**src/rtl/apb_intc_if.sv**
```systemverilog
`timescale 1ns/1ps
// APB bus bundle for the interrupt-controller slot (psel_s4) of the peripheral subsystem.
interface apb_intc_if;
  logic        psel;
  logic        penable;
  logic [15:0] paddr;
  logic        pwrite;
  logic [31:0] pwdata;
  logic [31:0] prdata;

  modport master (output psel, penable, paddr, pwrite, pwdata, input prdata);
  modport slave  (input psel, penable, paddr, pwrite, pwdata, output prdata);
endinterface

```
**src/rtl/apb_intc.sv**
```systemverilog
`timescale 1ns/1ps
// Fixed-priority APB interrupt controller: per-source gateway, enables, claim/complete
// handshake and a single registered level interrupt to the core.
module apb_intc #(
  parameter int NUM_SRC = 40
) (
  input  logic               pclk,
  input  logic               presetn,
  apb_intc_if.slave          apb,
  input  logic [NUM_SRC-1:0] int_src,
  output logic               intc_irq
);

  // All per-source state lives in 64-bit vectors; bits at and above NUM_SRC stay zero.
  localparam logic [63:0] SRC_MASK = (NUM_SRC >= 64) ? {64{1'b1}} : ((64'd1 << NUM_SRC) - 64'd1);

  localparam logic [7:0] A_IER0  = 8'h00;
  localparam logic [7:0] A_IER1  = 8'h04;
  localparam logic [7:0] A_IPR0  = 8'h08;
  localparam logic [7:0] A_IPR1  = 8'h0C;
  localparam logic [7:0] A_CLAIM = 8'h10;
  localparam logic [7:0] A_CTRL  = 8'h14;
  localparam logic [7:0] A_ISR0  = 8'h18;
  localparam logic [7:0] A_ISR1  = 8'h1C;

  logic [63:0] ier;
  logic [63:0] src_q;
  logic [63:0] pending;
  logic [63:0] in_service;
  logic [63:0] cand;
  logic [63:0] claim_vec;
  logic [63:0] cpl_vec;
  logic        gen;
  logic [6:0]  claim_id;
  logic [6:0]  cpl_id;
  logic [7:0]  addr;
  logic        wr_en;
  logic        rd_acc;
  logic        unused_paddr;

  assign addr         = apb.paddr[7:0];
  assign unused_paddr = ^apb.paddr[15:8];
  assign wr_en        = apb.psel & apb.penable & apb.pwrite;
  assign rd_acc       = apb.psel & apb.penable & ~apb.pwrite;
  assign cand         = pending & ier;

  // Scanning downwards leaves the lowest set index as the winner.
  always_comb begin
    claim_id = 7'd0;
    for (int i = 63; i >= 0; i--) begin
      if (cand[i]) claim_id = 7'(i + 1);
    end
  end

  assign claim_vec = (rd_acc && addr == A_CLAIM && claim_id != 7'd0)
                     ? (64'd1 << (claim_id - 7'd1)) : 64'd0;

  // A complete only takes effect on an in-range ID that is actually in service.
  assign cpl_id  = apb.pwdata[6:0];
  assign cpl_vec = (wr_en && addr == A_CLAIM && cpl_id != 7'd0 && 32'(cpl_id) <= NUM_SRC)
                   ? ((64'd1 << (cpl_id - 7'd1)) & in_service) : 64'd0;

  always_ff @(posedge pclk or negedge presetn) begin
    if (!presetn) begin
      ier        <= 64'd0;
      gen        <= 1'b0;
      src_q      <= 64'd0;
      pending    <= 64'd0;
      in_service <= 64'd0;
      intc_irq   <= 1'b0;
    end else begin
      src_q      <= 64'(int_src);
      pending    <= (pending | (src_q & ~in_service)) & ~claim_vec;
      in_service <= (in_service | claim_vec) & ~cpl_vec;
      intc_irq   <= gen & (|cand);
      if (wr_en) begin
        case (addr)
          A_IER0:  ier[31:0]  <= apb.pwdata & SRC_MASK[31:0];
          A_IER1:  ier[63:32] <= apb.pwdata & SRC_MASK[63:32];
          A_CTRL:  gen        <= apb.pwdata[0];
          default: ;
        endcase
      end
    end
  end

  always_comb begin
    apb.prdata = 32'd0;
    if (apb.psel && !apb.pwrite) begin
      case (addr)
        A_IER0:  apb.prdata = ier[31:0];
        A_IER1:  apb.prdata = ier[63:32];
        A_IPR0:  apb.prdata = pending[31:0];
        A_IPR1:  apb.prdata = pending[63:32];
        A_CLAIM: apb.prdata = 32'(claim_id);
        A_CTRL:  apb.prdata = {31'd0, gen};
        A_ISR0:  apb.prdata = in_service[31:0];
        A_ISR1:  apb.prdata = in_service[63:32];
        default: apb.prdata = 32'd0;
      endcase
    end
  end

endmodule

```
**src/flat_wrapper.sv**
```systemverilog
// flat-port wrapper written by rule: the top's interface ports become plain ports
module apb_intc_flat 
#(
  parameter int NUM_SRC = 40
)
  (pclk, presetn, int_src, intc_irq, apb_psel, apb_penable, apb_paddr, apb_pwrite, apb_pwdata, apb_prdata);
  apb_intc_if apb_i ();
  input  logic pclk;
  input  logic presetn;
  input  logic [NUM_SRC-1:0] int_src;
  output logic intc_irq;
  input wire logic [$bits(apb_i.psel)-1:0] apb_psel;
  input wire logic [$bits(apb_i.penable)-1:0] apb_penable;
  input wire logic [$bits(apb_i.paddr)-1:0] apb_paddr;
  input wire logic [$bits(apb_i.pwrite)-1:0] apb_pwrite;
  input wire logic [$bits(apb_i.pwdata)-1:0] apb_pwdata;
  output wire logic [$bits(apb_i.prdata)-1:0] apb_prdata;
  assign apb_i.psel = apb_psel;
  assign apb_i.penable = apb_penable;
  assign apb_i.paddr = apb_paddr;
  assign apb_i.pwrite = apb_pwrite;
  assign apb_i.pwdata = apb_pwdata;
  assign apb_prdata = apb_i.prdata;
  apb_intc #(.NUM_SRC(NUM_SRC)) u_core (.pclk(pclk), .presetn(presetn), .apb(apb_i), .int_src(int_src), .intc_irq(intc_irq));
endmodule
```
**config.mk**
```make
export PLATFORM = sky130hd
export DESIGN_NAME = apb_intc_flat
export DESIGN_NICKNAME = d
export VERILOG_FILES = /design/src/rtl/apb_intc_if.sv /design/src/rtl/apb_intc.sv /design/src/flat_wrapper.sv
export SDC_FILE = /design/constraint.sdc
export NUM_CORES = 1
export LEC_CHECK = 0
export ABC_CLOCK_PERIOD_IN_PS = 3400
export BUFFER_PORTS_ARGS = -buffer_cell sky130_fd_sc_hd__buf_2
export CORE_UTILIZATION = 40
export CTS_BUF_LIST = sky130_fd_sc_hd__clkbuf_4
export CTS_CLUSTER_DIAMETER = 80
export CTS_CLUSTER_SIZE = 40
export DETAILED_ROUTE_END_ITERATION = 6
export MAX_ROUTING_LAYER = met4
export PLACE_DENSITY_LB_ADDON = 0.05
export SLEW_MARGIN = 10
export SYNTH_ARGS = -nofsm -noshare
export SYNTH_HDL_FRONTEND = slang
export SYNTH_SLANG_ARGS = --single-unit
```
**constraint.sdc**
```tcl
create_clock -name pclk -period 3.4 [get_ports pclk]
set_input_delay 0.85 -clock pclk [delete_from_list [all_inputs] [get_ports pclk]]
set_output_delay 0.85 -clock pclk [all_outputs]
set_load 0.01 [all_outputs]
```
; Word level (Yosys, flattened, before mapping)
; Index checks and enable logic that the tools add are counted.
[classes]
order_cmp = 1
addsub = 2
bitwise = 15
mux = 68
reduce_logical = 14
n_shift = 2
eq_ne = 7
[op_table]
columns = cell, n
row1 = $mux 7, 64
row2 = $pmux 32 s8, 1
row3 = $and 64x64->64, 3
row4 = $not 64->64, 3
row5 = $mux 64, 2
row6 = $or 64x64->64, 2
row7 = $shl 1x7->64 const A, 2
row8 = $and 40x64->64, 1
row9 = $and 64x40->64, 1
row10 = $reduce_or 64->1, 1
row11 = $eq 8x5->1 const B, 4
row12 = $mux 32, 1
row13 = $eq 8x4->1 const B, 2
row14 = $reduce_bool 7->1, 2
row15 = $sub 7x1->7 const B, 2
row16 = $eq 8x3->1 const B, 1
row17 = $logic_not 8->1, 1
row18 = $le 7x6->1 const B, 1
row19 = $logic_and 1x1->1, 6
row20 = $reduce_and 2->1, 3
row21 = $and 1x1->1, 4
row22 = $logic_not 1->1, 1
row23 = $not 1->1, 1
[word_totals]
reg_bits = 210
in_bits = 93
word_cells = 116
out_inout_bits = 33

; Longest topological paths before layout
; Gate-level depths: netlist of the first run.
[logic_depth]
depth_word = 70
mapped_depth = 13
ltp_nobuf = 11

; Least setup slack after synthesis of the first run
; Ideal clock, no wire load.
[synth_timing]
path_kind = in2out
start = in apb_paddr[0]
end = out apb_prdata[1]
cell_stages = 8
required_time_ns = 2.550
path_buffers = 1
slack_ns = -0.241
t_arrival_ns = 2.791
cell_sequence = or4_4 -> or3_1 -> nor3_1 -> clkbuf_1 -> a22oi_1 -> nand3_1 -> a31oi_1 -> nor2_1
[synth_via]
elab_chain_cells = 3
elab_cells_between_ends = 10
classes_between = eq/ne (7) / mux (2) / reduce/logical (1)
[synth_rtl]
columns = element, line_no
row1 = "start, declared", flat_wrapper.sv:14  ; input wire logic [$bits(apb_i.paddr)-1:0] apb_paddr;
row2 = $eq 8x5->1 (tied with other cells), apb_intc.sv:90  ; case (addr)
row3 = $pmux 32 s8 *, apb_intc.sv:90
row4 = $mux 32 *, apb_intc.sv:89  ; if (apb.psel && !apb.pwrite) begin
row5 = "end, declared", flat_wrapper.sv:17  ; output wire logic [$bits(apb_i.prdata)-1:0] apb_prdata;
; Mark *: on every way between the ends. The rest lies on a longest branch, timed or not.

; Final worst setup path of the first run
[layout_timing]
start = in apb_paddr[0]
end = out apb_prdata[14]
; The elaborated chain is that of the path after synthesis.

==> key figures, run 1 <==
Timing
  – Worst slew margin: a little over half
  – Worst-Margin Slew: 0.676 ns
  – Layout Skew: 0.0451 ns
  – Unrepaired setup endpoints after global routing: yes
  – Sum Neg Setup Slack: -7.74 ns
  – Final setup fails: 32
  – Tmin final: 3.70 ns
  – Worst hold margin: around 0.12 ns
  – Final Hold Vio Count: 0
  – Max Fclk: approximately 0.27 GHz
  – Final worst-path cycle share: 109%
  – Max Slew Vio Count: 0
  – Worst setup slack after layout: -0.302 ns

Power and ir drop
  – Leak: 5.44 nW
  – PwrDens: 383 nW/µm²
  – Maximum vdd drop: 0.296 mV
  – Power Total: 4.87 mW

Min path
  – Min-Delay Path Class: in -> async

Yosys
  – Post-synthesis simple-gate area fraction: 10.7%
  – Synth Area per Inst: 10.8 µm²
  – Unique cell type count in the Yosys netlist: 76
  – Largest family of logic cells by synthesized area: compound AO/OA/AOI/OAI gates
  – Synthesized flop and latch total: 210
  – Adder-cell share of the synthesized area: less than 1%
  – Number of synthesis warnings: 0
  – Post-synth top area share: 53.9%
  – Post-Synth XOR/XNOR Area: less than 1%
  – Cell count after synthesis: 902
  – Post-Syn Nets: 997
  – Synth Cell Area: 9750 µm²
  – Synth Area in Compound Gates: 24.7%
  – Area contributors post-synth: dfrtp_1 (54%), mux2_2 (4.0%), a21oi_1 (4.0%)
  – Largest area contributor in the synthesized netlist: dfrtp_1
  – Seq/Total Area, Yosys: 53.9%
  – Ys flop type: dfrtp_1
  – Post-synthesis mux area share: 5.08%
  – EDFF count, synth: 0
  – Ys async rst share: 100%

Clocking
  – H-tree depth: 1
  – CTS Sinks: 210
  – CTS tree: done
  – Num CTS Buffers: 13
  – Clock Path Buffers: 3
  – Root Buffer: clkbuf_4
  – Hold_buf cts: 0
  – Clock-pin slew on the worst setup and hold paths: 0.26 ns
  – Skew-Pair Late Insertion Delay: 0.70 ns

Placement
  – Number of port buffers: 117
  – Pre-CTS setup slack: -0.322 ns
  – Gpl congestion: a little under 1
  – DP HPWL: 24800 µm

Floorplan
  – Core region area: approximately 24000 µm²
  – Boundary Pins: 126
  – Die X: 158 µm
  – Die Area: 25000 µm²
  – Die Y: 158 µm
  – Initial core utilization: 41.2%
  – Row count: 56

Global route
  – Vias in the first global route: 8400
  – Gr usage total: between 20 and 30%
  – Global-route wire length before repair: 52300 µm
  – Largest net degree at the start of global routing: between 80 and 90
  – Initial antenna violation count: 3
  – Total grt overflow: 0

Detailed routing
  – Post-route ant nets: 0
  – DRC violations left: 0
  – Drt pass-1 iters: 7
  – First DRT Iteration DRCs: about 660
  – Final WL: 35500 µm
  – Drt via density: 5.90
  – Wire per inst: 24.7 µm
  – Via count: around 8500

Finish
  – Syn-to-layout area delta: 30.4%
  – Nets: 1203
  – Layout cells sized above 1: 41.4%
  – Fillers: 2183

Run status
  – Violated checks: negative setup slack
  – Outcome: finished with violations

Run
  – Count of max-cap constraint violations: 0

Setup path
  – CP Class: in -> out
  – Reg2reg setup slack: 0.05 ns
  – WP data arrival: 2.85 ns
  – CP max FO: 9
  – Startpoint class of the critical path: input port
  – WP data required: 2.55 ns
  – Setup crit end kind: output port
-- worst max-delay path, stage by stage --
cell	delay [ns]
buf_6	0.09
or4_4	0.53
or3_4	0.40
nor3_4	0.16
buf_12	0.18
buf_4	0.13
buf_12	0.11
a222oi_1	0.09
a21oi_2	0.15
buf_2	0.15
-- sequential cells by signal, summed over array words and instances (netlist names) --
name and flops:
u_core.gen 1, u_core.ier 40, u_core.in_service 64, u_core.intc_irq 1, u_core.pending 64, u_core.src_q 40
-- synthesized netlist by cell type (17+ instances only) --
library cell / n
a31oi_1: 28
o21ai_0: 24
a222oi_1: 26
nand2_1: 78
a22oi_1: 52
mux2_2: 35
clkbuf_1: 82
nor3_1: 17
dfrtp_1: 210
inv_1: 39
nor2_1: 27
a21oi_1: 78
-- cell families (layout without fill, tap and decap cells) --
family	after synthesis	after routing
AO/OA/AOI/OAI	318	318
XOR/XNOR	1	1
adder cells (fa/ha/maj)	2	2
buffers and inverters	133	345
flip-flops	210	210
multiplexers	43	43
other	0	4
AND/OR/NAND/NOR	195	195
-- cell usage in the layout (no fill, tap or decap), drive strengths merged, types with 6 or more instances in the layout --
cell	Yosys	final
a31oi	28	28
nand2	79	79
nor2b	11	11
or3	8	8
o21ai	27	27
inv	39	42
dfrtp	210	210
nand3	9	9
nor4	8	8
a22oi	57	57
o41ai	23	23
nand2b	8	8
nor2	27	27
a22o	11	11
a41oi	6	6
buf	12	282
o31ai	14	14
clkbuf	82	16
mux2	42	42
a21oi	79	79
a222oi	26	26
nor3	18	18
-- metal layers --
layer	routed length, µm	vias up	GRT usage [%]	part of all wire (%)
li1	-	3805	-	-
met1	16400	4299	41.6	46
met2	15600	310	43.4	44
met3	2240	66	4.30	6.3
met4	1260	0	10.1	3.6
met5	0	-	-	0
-- path summary, 6_finish.rpt --
| kind | startpoint | cells past startpoint | endpoint |
|---|---|---|---|
| max reg2reg | u_core.pending[34] | 14 | u_core.in_service[16] |
| max in group asynchronous | presetn | 2 | u_core.ier[38] |
| min | presetn | 1 | u_core.pending[11] |
| min in group pclk | int_src[26] | 1 | u_core.src_q[26] |
| min reg2reg | u_core.in_service[61] | 0 | u_core.in_service[61] |
| max | apb_paddr[0] | 10 | apb_prdata[14] |
-- cell type report --
type                       instances  area [µm²]  area share (%)
sequential                       210        5260            41.4
multi-input combinational        559        4490            35.3
timing repair buffer             285        2220            17.5
tap                              319         399            3.14
inverter                          39         146            1.15
clock buffer                      14         105           0.826
clock inverter                     7        80.1           0.629
antenna                            4        10.0          0.0787
-- metrics by stage --
| stage | instance area [µm²] | cells | utilization, % |
|---|---|---|---|
| after CTS | 12400 | 1422 | 52.3 |
| after global routing | 12700 | 1437 | 53.7 |
| after global placement | 11400 | 1356 | 48.2 |
| final | 12700 | 1437 | 53.7 |
| after detailed placement | 11400 | 1356 | 48.2 |
| after floorplan | 9780 | 902 | - |
-- report_power, final --
group | internal [mW] | switching (mW) | total, mW
logic | 0.492 | 0.668 | 1.16
clock network | 0.303 | 0.849 | 1.15
registers | 2.53 | 0.0212 | 2.56
total | 3.33 | 1.54 | 4.87
-- repair_timing --
item                       4_1_cts  5_1_grt
gates cloned                     6        1
setup endpoints to repair       32       69
setup buffers                   39       18
gates resized for setup         66       61
pin swaps                       30       33
(Power assumes the default switching activity.)
==> inputs of run 2 (changes only) <==
--- a/config.mk
+++ b/config.mk
@@ -14,6 +14,7 @@
 export DETAILED_ROUTE_END_ITERATION = 6
 export MAX_ROUTING_LAYER = met4
 export PLACE_DENSITY_LB_ADDON = 0.05
+export RECOVER_POWER = 25
 export SLEW_MARGIN = 10
 export SYNTH_ARGS = -nofsm -noshare
 export SYNTH_HDL_FRONTEND = slang
==> run 2 against run 1 <==
Against the previous run:
- critical path depth stayed put
- routed wire length hardly changed
- power hardly changed
- largest cell class unchanged
- die area stayed put
- clock skew stayed put
- largest power group unchanged
- worst setup slack stayed put
- the run ends with max-capacitance violations, max-slew violations, negative setup slack left
- register-to-register slack hardly changed
==> key figures, run 2 (synthesis results as in run 1) <==
Run status
  – Outcome: finished with violations
  – Violated checks: max-capacitance violations, max-slew violations, negative setup slack

Setup path
  – Most frequent CP cell: buf_12
  – Critical-path top delay cell: or4_4
  – CP max FO: 9 (unchanged)
  – Worst path cell trace: buf_6 -> or4_4 -> or3_4 -> nor3_4 -> buf_12 -> buf_4 -> buf_12 -> a222oi_1 -> a21oi_2 -> buf_2
  – Startpoint class of the critical path: input port
  – Crit path largest cell delay: 0.53 ns (about the same)
  – WP data arrival: 2.85 ns (about the same)
  – WP data required: 2.55 ns (about the same)
  – CP Class: in -> out
  – Setup crit end kind: output port

Timing
  – Worst slew margin: -49.7% (-100 points)
  – Final worst-path cycle share: 109% (unchanged)
  – Max Slew Vio Count: 85 (+85)
  – Final setup fails: 32 (unchanged)
  – Max Fclk: 0.270 GHz (unchanged)
  – Final Hold Vio Count: 0 (unchanged)
  – Worst setup slack after layout: -0.302 ns (unchanged)
  – Worst-Margin Slew: 2.25 ns (+1.57 ns)
  – Tmin final: 3.70 ns (unchanged)
  – Layout Skew: 0.0451 ns (unchanged)
  – Unrepaired setup endpoints after global routing: yes

Floorplan
  – Die Area: 25000 µm² (unchanged)
  – Row count: 56 (unchanged)
  – Boundary Pins: 126 (unchanged)
  – Die Y: 158 µm (unchanged)
  – Initial core utilization: 41.2% (unchanged)
  – Die X: 158 µm (unchanged)
  – Core region area: 23700 µm² (unchanged)

Finish
  – Layout cells sized above 1: 41.4% (unchanged)
  – Design Area, Final: 12700 µm² (about the same)
  – Seq. cell area: 5260 µm² (unchanged)
  – Most frequent cells in the layout: dfrtp_1 (205), buf_4 (128), buf_2 (115)
  – Commonest non-fill, non-tap cell in the layout: dfrtp_1
  – Nets: 1203 (unchanged)
  – Non-Filler Instances: 1437 (unchanged)
  – Syn-to-layout area delta: 30.3% (about the same)
  – Top flop regs: u_core.in_service (64), u_core.pending (64)
  – Fillers: 2184 (+0.046%)
  – Area of the multi-input gates: 4490 µm² (unchanged)

Placement
  – Number of port buffers: 117 (unchanged)
  – DP Area: 11400 µm² (unchanged)
  – DP HPWL: 24800 µm (unchanged)
  – Gpl congestion: 0.984 (unchanged)
  – Dpl cells: 1356 (unchanged)

Clocking
  – Num CTS Buffers: 13 (unchanged)
  – CTS tree: done
  – Skew-Pair Late Insertion Delay: 0.70 ns (about the same)
  – Clock-pin slew on the worst setup and hold paths: 0.26 ns (about the same)
  – Root Buffer: clkbuf_4
  – Hold_buf cts: 0 (unchanged)
  – Clock Path Buffers: 3 (unchanged)
  – H-tree depth: 1 (unchanged)
  – CTS Sinks: 210 (unchanged)

Power and ir drop
  – Power Total: 4.87 mW (about the same)
  – PwrDens: 383 nW/µm² (about the same)
  – Maximum vdd drop: 0.296 mV (about the same)
  – Leak: 5.43 nW (about the same)

Detailed routing
  – First DRT Iteration DRCs: 657 (unchanged)
  – Final WL: 35500 µm (about the same)
  – Drt pass-1 iters: 7 (unchanged)
  – DRC violations left: 0 (unchanged)
  – Wire per inst: 24.7 µm (about the same)
  – Post-route ant nets: 0 (unchanged)
  – Via count: 8482 (+0.024%)
  – Drt via density: 5.90 (about the same)

Global route
  – Total grt overflow: 0 (unchanged)
  – Global-route wire length before repair: 52300 µm (unchanged)
  – Gr usage total: 29.5% (unchanged)
  – Vias in the first global route: 8400 (unchanged)
  – Largest net degree at the start of global routing: 86 (unchanged)
  – Initial antenna violation count: 3 (unchanged)

Min path
  – Min-Delay Path Class: in -> reg

Run
  – Count of max-cap constraint violations: 1 (+1)
run 2: changes by cell type in the layout (fill, tap and decap cells not counted):
cell      before  now
buf_8          4    3
clkbuf_2       0    1
run 2: worst paths after layout:
check / from / to / slack (ns) / cells past startpoint
max reg2reg: u_core.pending[34] / u_core.in_service[16] / 0.05 / 14
max in group asynchronous: presetn / u_core.pending[7] / 1.18 / 1
min reg2reg: u_core.in_service[61] / u_core.in_service[61] / 0.41 / 0
max: apb_paddr[0] / apb_prdata[14] / -0.30 / 10
min in group asynchronous: presetn / u_core.ier[11] / 0.78 / 1
min: int_src[26] / u_core.src_q[26] / 0.23 / 1
run 2: where the power goes:
group          switching [mW]  internal [mW]  leakage (nW)  total, mW
clock network           0.849          0.303         0.102       1.15
registers              0.0212           2.53          2.60       2.56
logic                   0.668          0.491          2.73       1.16
run 2: per-layer routing:
metal,track usage [%],share of wire [%]
met4,10.1,3.6
met2,43.4,44
met3,4.30,6.3
met1,41.6,46
met5,-,0
run 2: critical path, delay by kind of cell:
family | cells | cell delay (ns)
buf+inv | 5 | 0.66
compound gates | 2 | 0.24
simple gates | 3 | 1.09
run 2: per-stage QoR:
stage                     util (%)  setup slack [ns]  hold WS (ns)  setup TNS [ns]
after global routing          53.7            -0.398         0.169          -10.56
after floorplan                  -           -0.0547         0.429           -1.15
after CTS                     52.3            -0.311         0.108           -8.15
after global placement        48.2            -0.319         0.365           -8.66
after detailed placement      48.2            -0.322         0.367           -8.61
final                         53.7            -0.302         0.233           -7.74
run 2: final cells by class:
type	count	area share (%)
Antenna cell	4	0.0787
Clock buffer	14	0.827
Clock inverter	7	0.630
Inverter	39	1.15
Multi-Input combinational cell	559	35.4
Sequential cell	210	41.4
Tap cell	319	3.14
Timing Repair Buffer	285	17.4
run 2: timing repair:
action,in CTS,in global routing
buffers inserted,39,18
gates resized for setup,66,61
endpoints found under the setup margin,32,69
pin swaps,30,33
cloned,6,1
